## config.mk

```make
export PLATFORM = sky130hd
export DESIGN_NAME = uart_tx_scheduler_flat
export DESIGN_NICKNAME = d
export VERILOG_FILES = /design/src/rtl/uart_tx_scheduler_pkg.sv /design/src/rtl/uart_tx_scheduler_if.sv /design/src/rtl/uart_tx_scheduler_rr_arbiter.sv /design/src/rtl/uart_tx_scheduler.sv /design/src/flat_wrapper.sv
export SDC_FILE = /design/constraint.sdc
export NUM_CORES = 1
export LEC_CHECK = 0
export CORE_UTILIZATION = 40
export CTS_CLUSTER_SIZE = 25
export DETAILED_ROUTE_END_ITERATION = 8
export GPL_TIMING_DRIVEN = 0
export PLACE_DENSITY = 0.83
export REMOVE_ABC_BUFFERS = 1
export SETUP_SLACK_MARGIN = 0.1
export SLEW_MARGIN = 5
export SYNTH_ARGS = -nofsm -noshare
export SYNTH_HDL_FRONTEND = slang
export SYNTH_SLANG_ARGS = --single-unit
```

## constraint.sdc

```tcl
create_clock -name clock -period 1.7 [get_ports clock]
set_input_delay 0.51 -clock clock [delete_from_list [all_inputs] [get_ports clock]]
set_output_delay 0.51 -clock clock [all_outputs]
set_load 0.1 [all_outputs]
```

## src/rtl/uart_tx_scheduler_pkg.sv

```systemverilog
// Shared types and helpers for the UART transmit scheduler.
// Holds the FSM state encoding, the header tag and the grant-index width function.
package uart_sched_pkg;

    typedef enum logic [1:0] {
        ST_IDLE      = 2'd0,
        ST_LOAD      = 2'd1,
        ST_SEND      = 2'd2,
        ST_WAIT_DONE = 2'd3
    } sched_state_e;

    localparam logic [3:0] HDR_TAG = 4'hA;

    // Index width for n entries, never narrower than one bit.
    function automatic int id_width(input int n);
        return (n > 1) ? $clog2(n) : 1;
    endfunction

    function automatic logic [7:0] header_byte(input logic [3:0] id);
        return {HDR_TAG, id};
    endfunction

endpackage

```

## src/rtl/uart_tx_scheduler_if.sv

```systemverilog
// Requester byte streams plus the single uart send/done handshake.
// master = producers and uart side, slave = the scheduler.
interface uart_tx_scheduler_if #(
    parameter int N_REQ = 4
);
    logic [N_REQ-1:0]   req_valid;
    logic [8*N_REQ-1:0] req_data;
    logic [N_REQ-1:0]   req_last;
    logic [N_REQ-1:0]   req_ready;
    logic               uart_send;
    logic [7:0]         uart_data;
    logic               uart_done;

    modport master (
        output req_valid, req_data, req_last, uart_done,
        input  req_ready, uart_send, uart_data
    );

    modport slave (
        input  req_valid, req_data, req_last, uart_done,
        output req_ready, uart_send, uart_data
    );
endinterface

```

## src/rtl/uart_tx_scheduler_rr_arbiter.sv

```systemverilog
// Combinational round-robin picker: first requester at or after ptr+1, modulo N_REQ.
module rr_arbiter
    import uart_sched_pkg::*;
#(
    parameter int N_REQ = 4,
    localparam int ID_W = id_width(N_REQ)
) (
    input  logic [N_REQ-1:0] req,
    input  logic [ID_W-1:0]  ptr,
    output logic [ID_W-1:0]  grant,
    output logic             any
);

    logic [ID_W-1:0] idx_s;

    // Scan from farthest to nearest so the nearest asserted request wins.
    always_comb begin
        grant = '0;
        any   = 1'b0;
        idx_s = '0;
        for (int i = N_REQ; i >= 1; i--) begin
            idx_s = ID_W'((int'(ptr) + i) % N_REQ);
            if (req[idx_s]) begin
                grant = idx_s;
                any   = 1'b1;
            end else begin
                any   = any;
            end
        end
    end

endmodule

```

## src/rtl/uart_tx_scheduler.sv

```systemverilog
// Round-robin scheduler sharing one uart byte transmitter among N_REQ packet sources,
// with optional source-ID header byte and an acknowledge timeout.
module uart_tx_scheduler
    import uart_sched_pkg::*;
#(
    parameter int N_REQ       = 4,
    parameter int HEADER_EN   = 1,
    parameter int ACK_TIMEOUT = 16,
    localparam int ID_W       = id_width(N_REQ)
) (
    input  logic                clock,
    input  logic                reset_n,
    uart_tx_scheduler_if.slave  bus,
    output logic                busy,
    output logic [ID_W-1:0]     grant_id,
    output logic                timeout_err
);

    localparam int CNT_W = id_width(ACK_TIMEOUT);
    localparam logic [N_REQ-1:0] ONE_HOT0 = N_REQ'(1);

    sched_state_e     state_r, state_nxt_s;
    logic             uart_send_r, uart_send_nxt_s;
    logic [7:0]       uart_data_r, uart_data_nxt_s;
    logic             busy_r, busy_nxt_s;
    logic [ID_W-1:0]  grant_r, grant_nxt_s;
    logic [ID_W-1:0]  ptr_r, ptr_nxt_s;
    logic [N_REQ-1:0] req_ready_r, req_ready_nxt_s;
    logic             timeout_r, timeout_nxt_s;
    logic             last_r, last_nxt_s;
    logic             hdr_r, hdr_nxt_s;
    logic             seen_idle_r, seen_idle_nxt_s;
    logic [CNT_W-1:0] cnt_r, cnt_nxt_s;

    logic [ID_W-1:0]  arb_grant_s;
    logic             arb_any_s;
    logic             hs_s;
    logic [7:0]       byte_s;

    rr_arbiter #(.N_REQ(N_REQ)) u_arb (
        .req   (bus.req_valid),
        .ptr   (ptr_r),
        .grant (arb_grant_s),
        .any   (arb_any_s)
    );

    assign hs_s   = bus.req_valid[grant_r] & req_ready_r[grant_r];
    assign byte_s = bus.req_data[{grant_r, 3'b000} +: 8];

    // Next-state and next-output decode for the per-packet byte sequencer.
    always_comb begin
        state_nxt_s     = state_r;
        uart_send_nxt_s = uart_send_r;
        uart_data_nxt_s = uart_data_r;
        busy_nxt_s      = busy_r;
        grant_nxt_s     = grant_r;
        ptr_nxt_s       = ptr_r;
        timeout_nxt_s   = 1'b0;
        last_nxt_s      = last_r;
        hdr_nxt_s       = hdr_r;
        seen_idle_nxt_s = seen_idle_r;
        cnt_nxt_s       = cnt_r;

        case (state_r)
            ST_IDLE: begin
                if (arb_any_s) begin
                    grant_nxt_s = arb_grant_s;
                    busy_nxt_s  = 1'b1;
                    if (HEADER_EN != 0) begin
                        uart_data_nxt_s = header_byte(4'(arb_grant_s));
                        uart_send_nxt_s = 1'b1;
                        hdr_nxt_s       = 1'b1;
                        cnt_nxt_s       = '0;
                        // A uart already busy must go idle before its low counts as our ack.
                        seen_idle_nxt_s = bus.uart_done;
                        state_nxt_s     = ST_SEND;
                    end else begin
                        state_nxt_s = ST_LOAD;
                    end
                end else begin
                    state_nxt_s = ST_IDLE;
                end
            end
            ST_LOAD: begin
                if (hs_s) begin
                    uart_data_nxt_s = byte_s;
                    last_nxt_s      = bus.req_last[grant_r];
                    hdr_nxt_s       = 1'b0;
                    uart_send_nxt_s = 1'b1;
                    cnt_nxt_s       = '0;
                    seen_idle_nxt_s = bus.uart_done;
                    state_nxt_s     = ST_SEND;
                end else begin
                    state_nxt_s = ST_LOAD;
                end
            end
            ST_SEND: begin
                if (!bus.uart_done && seen_idle_r) begin
                    uart_send_nxt_s = 1'b0;
                    state_nxt_s     = ST_WAIT_DONE;
                end else if (cnt_r == CNT_W'(ACK_TIMEOUT - 1)) begin
                    uart_send_nxt_s = 1'b0;
                    timeout_nxt_s   = 1'b1;
                    busy_nxt_s      = 1'b0;
                    ptr_nxt_s       = grant_r;
                    state_nxt_s     = ST_IDLE;
                end else begin
                    cnt_nxt_s       = cnt_r + CNT_W'(1);
                    seen_idle_nxt_s = seen_idle_r | bus.uart_done;
                    state_nxt_s     = ST_SEND;
                end
            end
            ST_WAIT_DONE: begin
                if (bus.uart_done) begin
                    if (hdr_r || !last_r) begin
                        state_nxt_s = ST_LOAD;
                    end else begin
                        ptr_nxt_s   = grant_r;
                        busy_nxt_s  = 1'b0;
                        state_nxt_s = ST_IDLE;
                    end
                end else begin
                    state_nxt_s = ST_WAIT_DONE;
                end
            end
            default: begin
                state_nxt_s = ST_IDLE;
            end
        endcase

        // Ready is a pure function of the next registered state and grantee.
        if (state_nxt_s == ST_LOAD) begin
            req_ready_nxt_s = ONE_HOT0 << grant_nxt_s;
        end else begin
            req_ready_nxt_s = '0;
        end
    end

    // State and output registers with synchronous active-low reset.
    always_ff @(posedge clock) begin
        if (!reset_n) begin
            state_r     <= ST_IDLE;
            uart_send_r <= 1'b0;
            uart_data_r <= 8'h00;
            busy_r      <= 1'b0;
            grant_r     <= '0;
            ptr_r       <= ID_W'(N_REQ - 1);
            req_ready_r <= '0;
            timeout_r   <= 1'b0;
            last_r      <= 1'b0;
            hdr_r       <= 1'b0;
            seen_idle_r <= 1'b0;
            cnt_r       <= '0;
        end else begin
            state_r     <= state_nxt_s;
            uart_send_r <= uart_send_nxt_s;
            uart_data_r <= uart_data_nxt_s;
            busy_r      <= busy_nxt_s;
            grant_r     <= grant_nxt_s;
            ptr_r       <= ptr_nxt_s;
            req_ready_r <= req_ready_nxt_s;
            timeout_r   <= timeout_nxt_s;
            last_r      <= last_nxt_s;
            hdr_r       <= hdr_nxt_s;
            seen_idle_r <= seen_idle_nxt_s;
            cnt_r       <= cnt_nxt_s;
        end
    end

    assign bus.req_ready = req_ready_r;
    assign bus.uart_send = uart_send_r;
    assign bus.uart_data = uart_data_r;
    assign busy          = busy_r;
    assign grant_id      = grant_r;
    assign timeout_err   = timeout_r;

endmodule

```

## src/flat_wrapper.sv

```systemverilog
// flat-port wrapper written by rule: the top's interface ports become plain ports
module uart_tx_scheduler_flat import uart_sched_pkg::*;
#(
    parameter int N_REQ       = 4,
    parameter int HEADER_EN   = 1,
    parameter int ACK_TIMEOUT = 16,
    localparam int ID_W       = id_width(N_REQ)
)
  (clock, reset_n, busy, grant_id, timeout_err, bus_req_valid, bus_req_data, bus_req_last, bus_uart_done, bus_req_ready, bus_uart_send, bus_uart_data);
  uart_tx_scheduler_if #(.N_REQ(N_REQ)) bus_i ();
  input  logic clock;
  input  logic reset_n;
  output logic busy;
  output logic [ID_W-1:0] grant_id;
  output logic timeout_err;
  input wire logic [$bits(bus_i.req_valid)-1:0] bus_req_valid;
  input wire logic [$bits(bus_i.req_data)-1:0] bus_req_data;
  input wire logic [$bits(bus_i.req_last)-1:0] bus_req_last;
  input wire logic [$bits(bus_i.uart_done)-1:0] bus_uart_done;
  output wire logic [$bits(bus_i.req_ready)-1:0] bus_req_ready;
  output wire logic [$bits(bus_i.uart_send)-1:0] bus_uart_send;
  output wire logic [$bits(bus_i.uart_data)-1:0] bus_uart_data;
  assign bus_i.req_valid = bus_req_valid;
  assign bus_i.req_data = bus_req_data;
  assign bus_i.req_last = bus_req_last;
  assign bus_i.uart_done = bus_uart_done;
  assign bus_req_ready = bus_i.req_ready;
  assign bus_uart_send = bus_i.uart_send;
  assign bus_uart_data = bus_i.uart_data;
  uart_tx_scheduler #(.N_REQ(N_REQ), .HEADER_EN(HEADER_EN), .ACK_TIMEOUT(ACK_TIMEOUT)) u_core (.clock(clock), .reset_n(reset_n), .bus(bus_i), .busy(busy), .grant_id(grant_id), .timeout_err(timeout_err));
endmodule
```

# --- Yosys cells after proc, flatten, opt, wreduce, memory -nomap -nowiden ---
# Cells that the tools add are included.
classes:
  addsub: 5
  order_cmp: 5
  eq_ne: 13
  shift: 2
  n_mux: 61
  bitwise: 4
  reduce_logical: 17
ops:
  columns: ["op", "count"]
  rows:
  - ["$shiftx 32x6->8", 1]
  - ["$mux 2", 15]
  - ["$mux 1", 25]
  - ["$mux 4", 4]
  - ["$mux 8", 2]
  - ["$pmux 8 s2", 1]
  - ["$lt 2x3->1 const B", 5]
  - ["$bmux 1 s2", 7]
  - ["$pmux 4 s3", 1]
  - ["$reduce_and 5->1", 2]
  - ["$pmux 1 s3", 3]
  - ["$ne 2x2->1 const B", 4]
  - ["$pmux 2 s4", 1]
  - ["$ne 2x1->1 const B", 3]
  - ["$reduce_and 6->1", 1]
  - ["$reduce_bool 3->1", 2]
  - ["$add 2x1->2 const B", 2]
  - ["$add 2x2->2 const B", 2]
  - ["$add 4x1->4 const B", 1]
  - ["$eq 2x1->1 const B", 2]
  - ["$eq 2x2->1 const B", 2]
  - ["$eq 4x4->1 const B", 1]
  - ["$pmux 2 s2", 1]
  - ["$reduce_and 2->1", 2]
  - ["14 further kinds", 17]
totals:
  reg_bits: 28
  output_inout_bits: 17
  elab_cells: 119

# --- Logic depth before layout (Yosys ltp) ---
# Gate-level depths: netlist of run 1.
logic_depth:
  ltp_word: 11
  mapped_depth: 6
  depth_no_buf: 6

# --- Cells and area by module ---
# Synthesis of run 1 repeated with hierarchy kept, for this count alone.
hier_totals:
  hier_cells: 167
  area_unflattened_um2: 1657.8
by_module_without_submodules:
  columns: ["module", "instances", "cells_per_inst", "area_each_um2", "seq_area_each_um2"]
  rows:
  - ["uart_tx_scheduler", 1, 153, 1566.5, 560.5]
  - ["rr_arbiter", 1, 14, 91.3, 0.0]

# --- Worst setup path after synthesis of run 1 ---
# Ideal clock, no wire load.
synth_path:
  path_type: "register to register"
  from: "register u_core.grant_r[0] (netlist: u_core.grant_id[0])"
  to: "register u_core.cnt_r[2]"
  setup_ps: 66
  arrival_ps: 2354
  required_time_ps: 1634
  path_slack_ps: -720
  stages_incl_launch_ff: 7
  n_path_buf: 1
  synth_period_minus_slack_ps: 2420
  cell_sequence: "dfxtp_1 -> nand4b_1 -> and4_4 -> buf_6 -> or4_4 -> a21o_1 -> a21oi_2"
synth_via:
  elab_chain_len: 5
  word_cells_on_any_way: 7
  cone_classes: "eq/ne (1); mux (4); bitwise (1); reduce/logical (1)"
synth_rtl:
  columns: ["item", "line_no", "source"]
  rows:
  - ["start, declared", "uart_tx_scheduler.sv:26", "logic [ID_W-1:0] grant_r, grant_nxt_s;"]
  - ["start signal, assigned", "uart_tx_scheduler.sv:159", "grant_r <= grant_nxt_s;"]
  - ["$bmux 1 s2", "uart_tx_scheduler.sv:47", "assign hs_s = bus.req_valid[grant_r] & req_ready_r[grant_r];"]
  - ["$mux 1 (not written as such)", "uart_tx_scheduler.sv:47", null]
  - ["$and 1x1->1 *", "uart_tx_scheduler.sv:47", null]
  - ["$ne 2x1->1 (no line) *", null, null]
  - ["$reduce_and 5->1 (no line) *", null, null]
  - ["end signal, assigned", "uart_tx_scheduler.sv:166", "cnt_r <= cnt_nxt_s;"]
  - ["end, declared", "uart_tx_scheduler.sv:33", "logic [CNT_W-1:0] cnt_r, cnt_nxt_s;"]
# Every way passes the cells marked *; elsewhere a longest branch is shown, timed or not. The select of a mux whose other input is x is not followed.
# A chain may end at the register's enable or synchronous reset.

# --- Final worst setup path of run 1 ---
layout_path:
  from: "input port bus_req_valid[1]"
  to: "register u_core.req_ready_r[1] (netlist: u_core.bus.req_ready[1])"
layout_via:
  elab_chain_len: 10
  word_cells_on_any_way: 27
  cone_classes: "eq/ne (1); shift (1); mux (23); bitwise (1); reduce/logical (1)"
layout_rtl:
  columns: ["item", "line_no", "source"]
  rows:
  - ["start, declared", "flat_wrapper.sv:16", "input wire logic [$bits(bus_i.req_valid)-1:0] bus_req_valid;"]
  - ["$bmux 1 s2", "uart_tx_scheduler_rr_arbiter.sv:23", "if (req[idx_s]) begin"]
  - ["$mux 1 (not written as such)", "uart_tx_scheduler_rr_arbiter.sv:23", null]
  - ["$mux 1 (4 in series)", "uart_tx_scheduler_rr_arbiter.sv:23", null]
  - ["$mux 2", "uart_tx_scheduler.sv:66", "if (arb_any_s) begin"]
  - ["$pmux 2 s4", "uart_tx_scheduler.sv:64", "case (state_r)"]
  - ["$eq 2x1->1", "uart_tx_scheduler.sv:132", "if (state_nxt_s == ST_LOAD) begin"]
  - ["$reduce_and 2->1 (no line)", null, null]
  - ["end signal, assigned", "uart_tx_scheduler.sv:161", "req_ready_r <= req_ready_nxt_s;"]
  - ["end, declared", "uart_tx_scheduler.sv:28", "logic [N_REQ-1:0] req_ready_r, req_ready_nxt_s;"]
# Several ways; a longest one is shown, not always the timed one. The select of a mux whose other input is x is not followed.

==> flow_metrics.tcl, run 1 <==
set metrics [dict create \
    fmax_ghz 0.598 \
    vias 1682 \
    yosysSeqAreaShare_pct 35.3 \
    critPathLaunchType "input port" \
    ant_nets 0 \
    clkSinkCount 28 \
    fin_crit_sh_pct 98.3 \
    mostFrequentLayoutCell "clkdlybuf4s50_1" \
    io_buffers 59 \
    first_global_vias 1631 \
    drc 0 \
    grt.overflow.total 0 \
    min_period_ps 1670 \
    swShare_pct 31.0 \
    endpoint_kind "flip-flop" \
    via_per_inst 5.63 \
    cts_made_buffers 3 \
    p_switching_mw 0.511 \
    clk_latency_ps 280 \
    worstPathMaxFanout 7 \
    rsz0062_at_grt "yes" \
    required_ps 1910 \
    fp-row-count 22 \
    cts_root_buffer "clkbuf_8" \
    h-tree-depth 1 \
    maxCapViolCount 0 \
    dr_wl_met3_um 213 \
    seq_area_um2 576 \
    dieHeight_um 65.0 \
    syn_inst 172 \
    synth-edff-count 0 \
    syn_area_um2 1590 \
    p_comb_share_pct 31.6 \
    cp_data_arrival_time_ps 1880 \
    clkPwrFrac_pct 25.2 \
    seqPwrFrac_pct 43.2 \
    finalSetupViolations 0 \
    antenna_found_initial 0 \
    min_path_type "flip-flop to flip-flop" \
    globalplace.congestion 0.852 \
    ys_types 47 \
    routed.top_layer "met4" \
    hold_violations 0 \
    routedWlPerCell_um 15.1 \
    nFillCells 311 \
    gr-usage-all-layers_pct 21.0 \
    syn_area_per_cell_um2 9.22 \
    drt-pass1-iter-count 4 \
    fin_util_pct 67.6 \
    cts_tree "done" \
    grt_max_degree 17 \
    fin_area_um2 2530 \
    ys_ff_latch 28 \
    slew_headroom_pct 67.5 \
    multi_input_area_um2 1080 \
    tns_ps 0 \
    initial_core_util_pct 42.4 \
    status "finished, final reports clean" \
    maxSlewViolCount 0 \
    ys_warn_count 0 \
    wirelength_um 4510 \
    clockBufferDepth 2 \
    final_layout_size_suffix_gt1_share_pct 35.5 \
    async_reset_ff_share_pct 0 \
    ios 60 \
    synthToLayoutAreaGrowth_pct 59.5 \
    post_dp_cell_area_um2 2200 \
    cellLeakagePower_nw 0.960 \
    num-nets-final 296 \
    worst_slew_pin_slew_ps 484 \
    grt_pass1_wl_um 6960 \
    n_antenna_cell 0 \
    layout_common_cells "clkdlybuf4s50_1, dfxtp_1, buf_4" \
    clk_pin_slew_ps 90 \
    wl_met1_um 1820 \
    dieWidth_um 65.0 \
    first_iter_violations 76 \
    synth_ff_type "dfxtp_1" \
    core_region_area_um2 3740 \
    fin_skew_ps 4.41 \
    peakVddDrop_v 0.000682 \
    dr_wl_met2_um 2440 \
    critPathKind "input port to flip-flop" \
    die_area_um2 4220 \
    hpwl_um 2980 \
    pwr_density_cell_nw_per_um2 652 \
    p_int_mw 1.14 \
]
==> registers in the layout, summed over array words and instances (netlist names) <==
signal                cells
u_core.bus.uart_data      8
u_core.timeout_err        1
u_core.bus.uart_send      1
u_core.cnt_r              4
u_core.ptr_r              2
u_core.bus.req_ready      4
u_core.grant_id           2
u_core.last_r             1
u_core.hdr_r              1
u_core.seen_idle_r        1
u_core.busy               1
u_core.state_r            2
==> cell usage after synthesis (all sizes together), types with 2 or more instances <==
cell type | number | share of area (%)
a21oi | 13 | 4.3
mux2i | 3 | 1.9
nand2 | 14 | 3.3
nand4b | 3 | 1.7
nor4 | 4 | 2.0
a311oi | 2 | 1.1
buf | 4 | 1.5
mux4 | 9 | 13
nand3 | 7 | 2.2
nor3 | 5 | 1.6
a211oi | 5 | 3.2
dfxtp | 28 | 35
o21a | 2 | 0.95
nand2b | 8 | 3.2
o21ai | 5 | 1.6
inv | 5 | 1.2
nor2 | 14 | 3.3
and3 | 3 | 1.2
or3 | 3 | 1.2
or2 | 3 | 1.2
nor3b | 3 | 1.4
and2 | 2 | 0.79
o211ai | 3 | 1.4
nor2b | 3 | 1.2
clkbuf | 3 | 0.71
nand4 | 2 | 0.79
nand3b | 3 | 1.4
==> path summary, 6_finish.rpt <==
check / start / slack, ps / end / cells past startpoint
max: bus_req_valid[1] / 30 / u_core.bus.req_ready[1] / 7
min: u_core.bus.uart_data[3] / 470 / u_core.bus.uart_data[3] / 2
max reg2reg: u_core.cnt_r[1] / 40 / u_core.bus.req_ready[2] / 6
min reg2reg: u_core.bus.uart_data[3] / 470 / u_core.bus.uart_data[3] / 2
==> layout make-up <==
cell class | instances | share of cell area (%)
Sequential cell | 28 | 22.7
Clock buffer | 4 | 2.17
Inverter | 5 | 0.890
Multi-Input combinational cell | 132 | 42.6
Timing Repair Buffer | 82 | 29.2
Tap cell | 48 | 2.37
==> layer usage <==
metal / global-route usage, % / vias to the layer above
met1: 24.8 / 817
met5: 0 / -
met4: 4.17 / 0
met3: 4.05 / 7
met2: 38.8 / 50
li1: - / 808
==> worst max-delay path: stages <==
cell,delay [ps]
buf_12,110
nor4_4,310
buf_4,180
nor3_4,40
mux2_4,320
or2_4,240
nor3b_2,160
==> metrics by stage <==
step	power [mW]	instances	hold WS, ps	worst slack, ps
after floorplan	1.00	165	450	-987
after global placement	1.17	272	453	-935
after detailed placement	1.17	272	465	-921
after CTS	1.63	298	471	54.5
after global routing	1.72	299	503	8.89
final	1.65	299	472	29.1
==> cells by family after synthesis <==
group	Yosys count	share of synthesized area [%]
multiplexers	13	15.4
XOR/XNOR	1	0.552
buffers and inverters	12	3.39
AND/OR/NAND/NOR	81	28.9
AO/OA/AOI/OAI	36	15.6
adder cells (fa/ha/maj)	1	0.789
flip-flops	28	35.3
==> power groups by stage <==
stage | Sequential, mW | Clock, mW | Combinational (mW)
after floorplan | 0.860 | 0 | 0.142
after global placement | 0.741 | 0 | 0.427
after detailed placement | 0.742 | 0 | 0.432
after CTS | 0.709 | 0.421 | 0.499
after global routing | 0.716 | 0.452 | 0.549
final | 0.712 | 0.416 | 0.522
==> what timing repair did <==
action	4_1_cts	5_1_grt
setup buffers	22	2
resized for setup	137	24
setup endpoints to repair	45	23
pin swaps	13	11
hold buffers	0	0
(Power assumes the default switching activity.)
==> run 2, diff against run 1 <==
Settings changed: ABC_AREA from default to 1, CORE_UTILIZATION 40 to 41, REMOVE_ABC_BUFFERS 1 to default.
==> flow_metrics.tcl, run 2 <==
set metrics [dict create \
    die_area_um2 4400 \
    hpwl_um 3730 \
    crit_start "u_core.bus.uart_data[7]" \
    pwr_density_cell_nw_per_um2 1040 \
    p_int_mw 1.36 \
    fin_skew_ps 5.89 \
    peakVddDrop_v 0.000599 \
    grt_pass1_wl_um 7880 \
    drc 0 \
    finalSetupViolations 0 \
    h-tree-depth 1 \
    min_period_ps 1580 \
    hold_buffers 0 \
    ys_ff_latch 28 \
    cts_root_buffer "clkbuf_8" \
    total_power_mw 2.56 \
    via_per_inst 5.21 \
    p_comb_share_pct 52.2 \
    reg2reg_slack_ps 190 \
    fp-row-count 23 \
    r2r-start "u_core.state_r[1]" \
    seqPwrFrac_pct 31.2 \
    num-nets-final 384 \
    endpoint "bus_uart_data[7]" \
    ios 60 \
    synth_commonest_cells "nand2_1, nor2_1, dfxtp_1" \
    final_layout_size_suffix_gt1_share_pct 21.5 \
    min_path_type "flip-flop to flip-flop" \
    globalplace.congestion 0.920 \
    core_region_area_um2 4000 \
    antenna_found_initial 0 \
    yosys.area.top_type "dfxtp_1" \
    maxCapViolCount 0 \
    slew_headroom_pct 63.5 \
    wirelength_um 4940 \
    cts_made_buffers 3 \
    syn_inst 271 \
    cp_data_arrival_time_ps 1070 \
    worst_slew_pin_slew_ps 547 \
    path_delay_family "buffers and inverters" \
    first_global_vias 1772 \
    reg2reg_to "u_core.cnt_r[1]" \
    synthTopCellsByArea "dfxtp_1, nand2_1, nor2_1" \
    slowest_stage "buf_2" \
    worstPathMaxFanout 2 \
    cp.depth 1 \
    fin_ws_ps 124 \
    required_ps 1190 \
    drt-pass1-iter-count 4 \
    place_ws_ps -430 \
    clkPwrFrac_pct 16.5 \
    ys_warn_count 0 \
    path_cells "buf_2" \
    instances_no_fill 389 \
    synth-edff-count 0 \
    fin_util_pct 61.6 \
    ant_nets 0 \
    yosysSeqAreaShare_pct 33.0 \
    clockBufferDepth 2 \
    yosysMostFrequentCell "nand2_1" \
    layout_common_cells "nand2_1, nor2_1, clkdlybuf4s50_1" \
    clkSinkCount 28 \
    n_antenna_cell 0 \
    clk_latency_ps 290 \
    reg2reg_depth 7 \
    syn_area_um2 1700 \
    grt_max_degree 16 \
    clk_pin_slew_ps 90 \
    endpoint_kind "output port" \
    synthToLayoutAreaGrowth_pct 45.1 \
    mostFrequentLayoutCell "nand2_1" \
    first_iter_violations 99 \
    synth_ff_type "dfxtp_1" \
    largest_reg_flops 8 \
    cts_tree "done" \
    dp_cells 380 \
    synth_top_area_share_pct 33.0 \
    p_switching_mw 1.20 \
    fin_crit_sh_pct 92.7 \
    async_reset_ff_share_pct 0 \
    critPathKind "flip-flop to output port" \
    gr-usage-all-layers_pct 23.4 \
    syn_area_per_cell_um2 6.27 \
    initial_core_util_pct 42.4 \
    synth_fp_nets 315 \
    maxSlewViolCount 0 \
    swShare_pct 46.8 \
    io_buffers 59 \
    path_buf_inv 1 \
    dieWidth_um 66.4 \
    vias 2026 \
    status "finished, final reports clean" \
    grt.overflow.total 0 \
    rsz0062_at_grt "no" \
    ys_types 29 \
    routedWlPerCell_um 12.7 \
    cellLeakagePower_nw 1.12 \
    critPathMaxStageDelay_ps 430 \
    hold_violations 0 \
    critPathLaunchType "flip-flop" \
    dieHeight_um 66.4 \
    fmax_ghz 0.635 \
]
-- run 2: power by group through the flow --
stage | clock, mW | combinational, mW | sequential, mW
2_1_floorplan | 0 | 0.607 | 1.11
3_3_place_gp | 0 | 1.24 | 0.808
3_5_place_dp | 0 | 1.27 | 0.812
4_1_cts | 0.421 | 1.29 | 0.797
5_1_grt | 0.441 | 1.45 | 0.808
6_report | 0.424 | 1.34 | 0.801
-- run 2: worst min path at each step --
stage | start | endpoint | slack [ps] | depth (start not counted)
floorplan | u_core.last_r | u_core.last_r | 430 | 2
global placement | u_core.last_r | u_core.last_r | 440 | 2
detailed placement | u_core.last_r | u_core.last_r | 450 | 2
CTS | u_core.last_r | u_core.last_r | 460 | 2
global route | u_core.hdr_r | u_core.hdr_r | 480 | 2
finish | u_core.last_r | u_core.last_r | 460 | 2
-- run 2: what timing repair did --
action,4_1_cts,5_1_grt
setup buffers,4,1
setup endpoints to repair,40,27
gates resized for setup,103,24
gates cloned,0,0
pin swaps,7,2
-- run 2: through the flow --
stage	setup TNS [ps]	instance area, um^2	hold WS [ps]
floorplan	0	1710	430
global placement	-12150	2360	445
detailed placement	-13030	2360	449
CTS	0	2410	462
global route	0	2460	479
finish	0	2460	462
-- run 2: cell families after synthesis --
logic type | after synthesis | synth area share (%)
xor+xnor | 1 | 0.516
flops | 28 | 33.0
compound gates | 60 | 19.7
simple gates | 150 | 38.5
fa+ha+maj | 1 | 0.737
buf+inv | 31 | 7.59
-- run 2: per-layer routing --
layer,vias to the layer above,wire length [um],track usage [%]
met3,7,254,2.76
met4,0,77,8.24
met5,-,0,0
met2,67,2530,41.8
li1,1030,-,-
met1,922,2070,28.5
-- run 2: area by class of cell --
| class | count | area [um^2] |
|---|---|---|
| Fill cell | 355 | 1540 |
| Timing Repair Buffer | 64 | 553 |
| Tap cell | 50 | 62.6 |
| Buffer | 8 | 41.3 |
| Clock buffer | 4 | 55.1 |
| Sequential cell | 28 | 576 |
| Inverter | 23 | 93.8 |
| Multi-Input combinational cell | 212 | 1080 |
==> run 3, diff against run 2 <==
==> constraint.sdc (replaced) <==
create_clock -name clock -period 1.7 [get_ports clock]
set_input_delay 0.34 -clock clock [delete_from_list [all_inputs] [get_ports clock]]
set_output_delay 0.34 -clock clock [all_outputs]
set_load 0.1 [all_outputs]
==> flow_metrics.tcl, run 3 (synthesis results as in run 2) <==
set metrics [dict create \
    status "finished, final reports clean" \
    drc 0 \
    fp-row-count 23 \
    r2r-start "u_core.cnt_r[1]" \
    synthToLayoutAreaGrowth_pct 50.3 \
    ant_nets 0 \
    fin_skew_ps 3.54 \
    ios 60 \
    vias 2050 \
    p_int_mw 1.36 \
    reg2reg_depth 9 \
    min_period_ps 1570 \
    pwr_density_cell_nw_per_um2 1000 \
    hpwl_um 3730 \
    required_ps 1360 \
    place_ws_ps -260 \
    globalplace.congestion 0.920 \
    tns_ps 0 \
    io_buffers 59 \
    rsz0062_at_grt "yes" \
    peakVddDrop_v 0.000620 \
    path_delay_family "buffers and inverters" \
    wirelength_um 5030 \
    cellLeakagePower_nw 1.11 \
    fmax_ghz 0.635 \
    crit_start "u_core.grant_id[1]" \
    critPathMaxStageDelay_ps 560 \
    clk_pin_slew_ps 100 \
    hold_end "u_core.last_r" \
    grt_max_degree 16 \
    cp_data_arrival_time_ps 1230 \
    fin_crit_sh_pct 92.6 \
    grt_pass1_wl_um 7660 \
    min_path_type "flip-flop to flip-flop" \
    grt.overflow.total 0 \
    layout_common_cells "nand2_1, nor2_1, clkdlybuf4s50_1" \
    clockBufferDepth 2 \
    maxSlewViolCount 0 \
    seqPwrFrac_pct 31.3 \
    path_buf_inv 1 \
    fin_ws_ps 126 \
    n_antenna_cell 0 \
    reg2reg_to "u_core.bus.req_ready[0]" \
    worst_slew_pin_slew_ps 558 \
    swShare_pct 46.8 \
    p_comb_share_pct 52.1 \
    clkPwrFrac_pct 16.6 \
    endpoint_kind "output port" \
    clk_latency_ps 290 \
    p_switching_mw 1.20 \
    path_cells "clkdlybuf4s15_2" \
    hold_buffers 0 \
    initial_core_util_pct 42.4 \
    via_per_inst 5.26 \
    maxCapViolCount 0 \
    final_layout_size_suffix_gt1_share_pct 18.8 \
    slew_headroom_pct 62.8 \
    holdCritStartpoint "u_core.last_r" \
    cts_made_buffers 3 \
    core_region_area_um2 4000 \
    routedWlPerCell_um 12.9 \
    largest_reg_flops 8 \
    critPathLaunchType "flip-flop" \
    h-tree-depth 1 \
    cts_tree "done" \
    num-nets-final 385 \
    dieWidth_um 66.4 \
    first_global_vias 1732 \
    slowest_stage "clkdlybuf4s15_2" \
    die_area_um2 4400 \
    cts_root_buffer "clkbuf_8" \
    dieHeight_um 66.4 \
    first_iter_violations 99 \
    worstPathMaxFanout 5 \
    gr-usage-all-layers_pct 22.9 \
    drt-pass1-iter-count 4 \
    antenna_found_initial 0 \
    mostFrequentLayoutCell "nand2_1" \
    clkSinkCount 28 \
    nFillCells 345 \
    reg2reg_slack_ps 160 \
    critPathKind "flip-flop to output port" \
    finalSetupViolations 0 \
    hold_violations 0 \
    hold_depth 2 \
]
run 3: cell types whose count changed in the layout (fill, tap and decap cells not counted), moves of 4 or more:
cell	delta
nand2_2	-4
buf_2	-12
nand2_1	+4
dlygate4sd2_1	-4
clkbuf_4	-4
clkdlybuf4s15_2	+17
run 3: power by group through the flow:
stage	combinational, mW	clock [mW]	sequential, mW
detailed placement	1.27	0	0.812
global placement	1.24	0	0.808
CTS	1.27	0.421	0.797
finish	1.34	0.426	0.801
global route	1.44	0.441	0.808
floorplan	0.607	0	1.11
run 3: per-layer routing:
metal,GRT usage [%],part of all wire (%)
met1,27.4,42
met5,0,0
met4,8.78,2.0
met2,40.7,51
met3,3.45,5.5
run 3: layout make-up:
class | count | area, um^2 | share of cell area, %
plain buffers | 8 | 40.0 | 1.57
clock buffers | 4 | 55.1 | 2.16
inverters | 23 | 95.1 | 3.73
multi-input cells | 212 | 1060 | 41.5
flip-flops and latches | 28 | 574 | 22.5
well taps | 50 | 62.6 | 2.45
repair buffers | 65 | 664 | 26.0
run 3: through the flow:
stage	power, mW	utilization [%]	hold slack, ps	instance area [um^2]	instances
2_1_floorplan	1.71	-	430	1710	271
3_3_place_gp	2.05	59.1	445	2360	380
3_5_place_dp	2.08	59.1	449	2360	380
4_1_cts	2.48	61.3	462	2450	384
5_1_grt	2.69	63.8	472	2550	390
6_report	2.56	63.8	461	2550	390
run 3: timing repair:
action | 4_1_cts | 5_1_grt
pin swaps | 1 | 5
gates resized for setup | 54 | 18
buffers inserted | 0 | 6
cloned | 0 | 0
endpoints found under the hold margin | 0 | 0
setup endpoints to repair | 25 | 23
run 3: how the worst max path moves through the flow:
| stage | endpoint | slack [ps] | cells after the start |
|---|---|---|---|
| floorplan | u_core.cnt_r[0] | 110 | 9 |
| global placement | u_core.cnt_r[1] | -220 | 8 |
| detailed placement | u_core.cnt_r[1] | -260 | 8 |
| CTS | u_core.cnt_r[1] | 110 | 8 |
| global route | u_core.ptr_r[1] | 30 | 9 |
| finish | grant_id[1] | 130 | 1 |
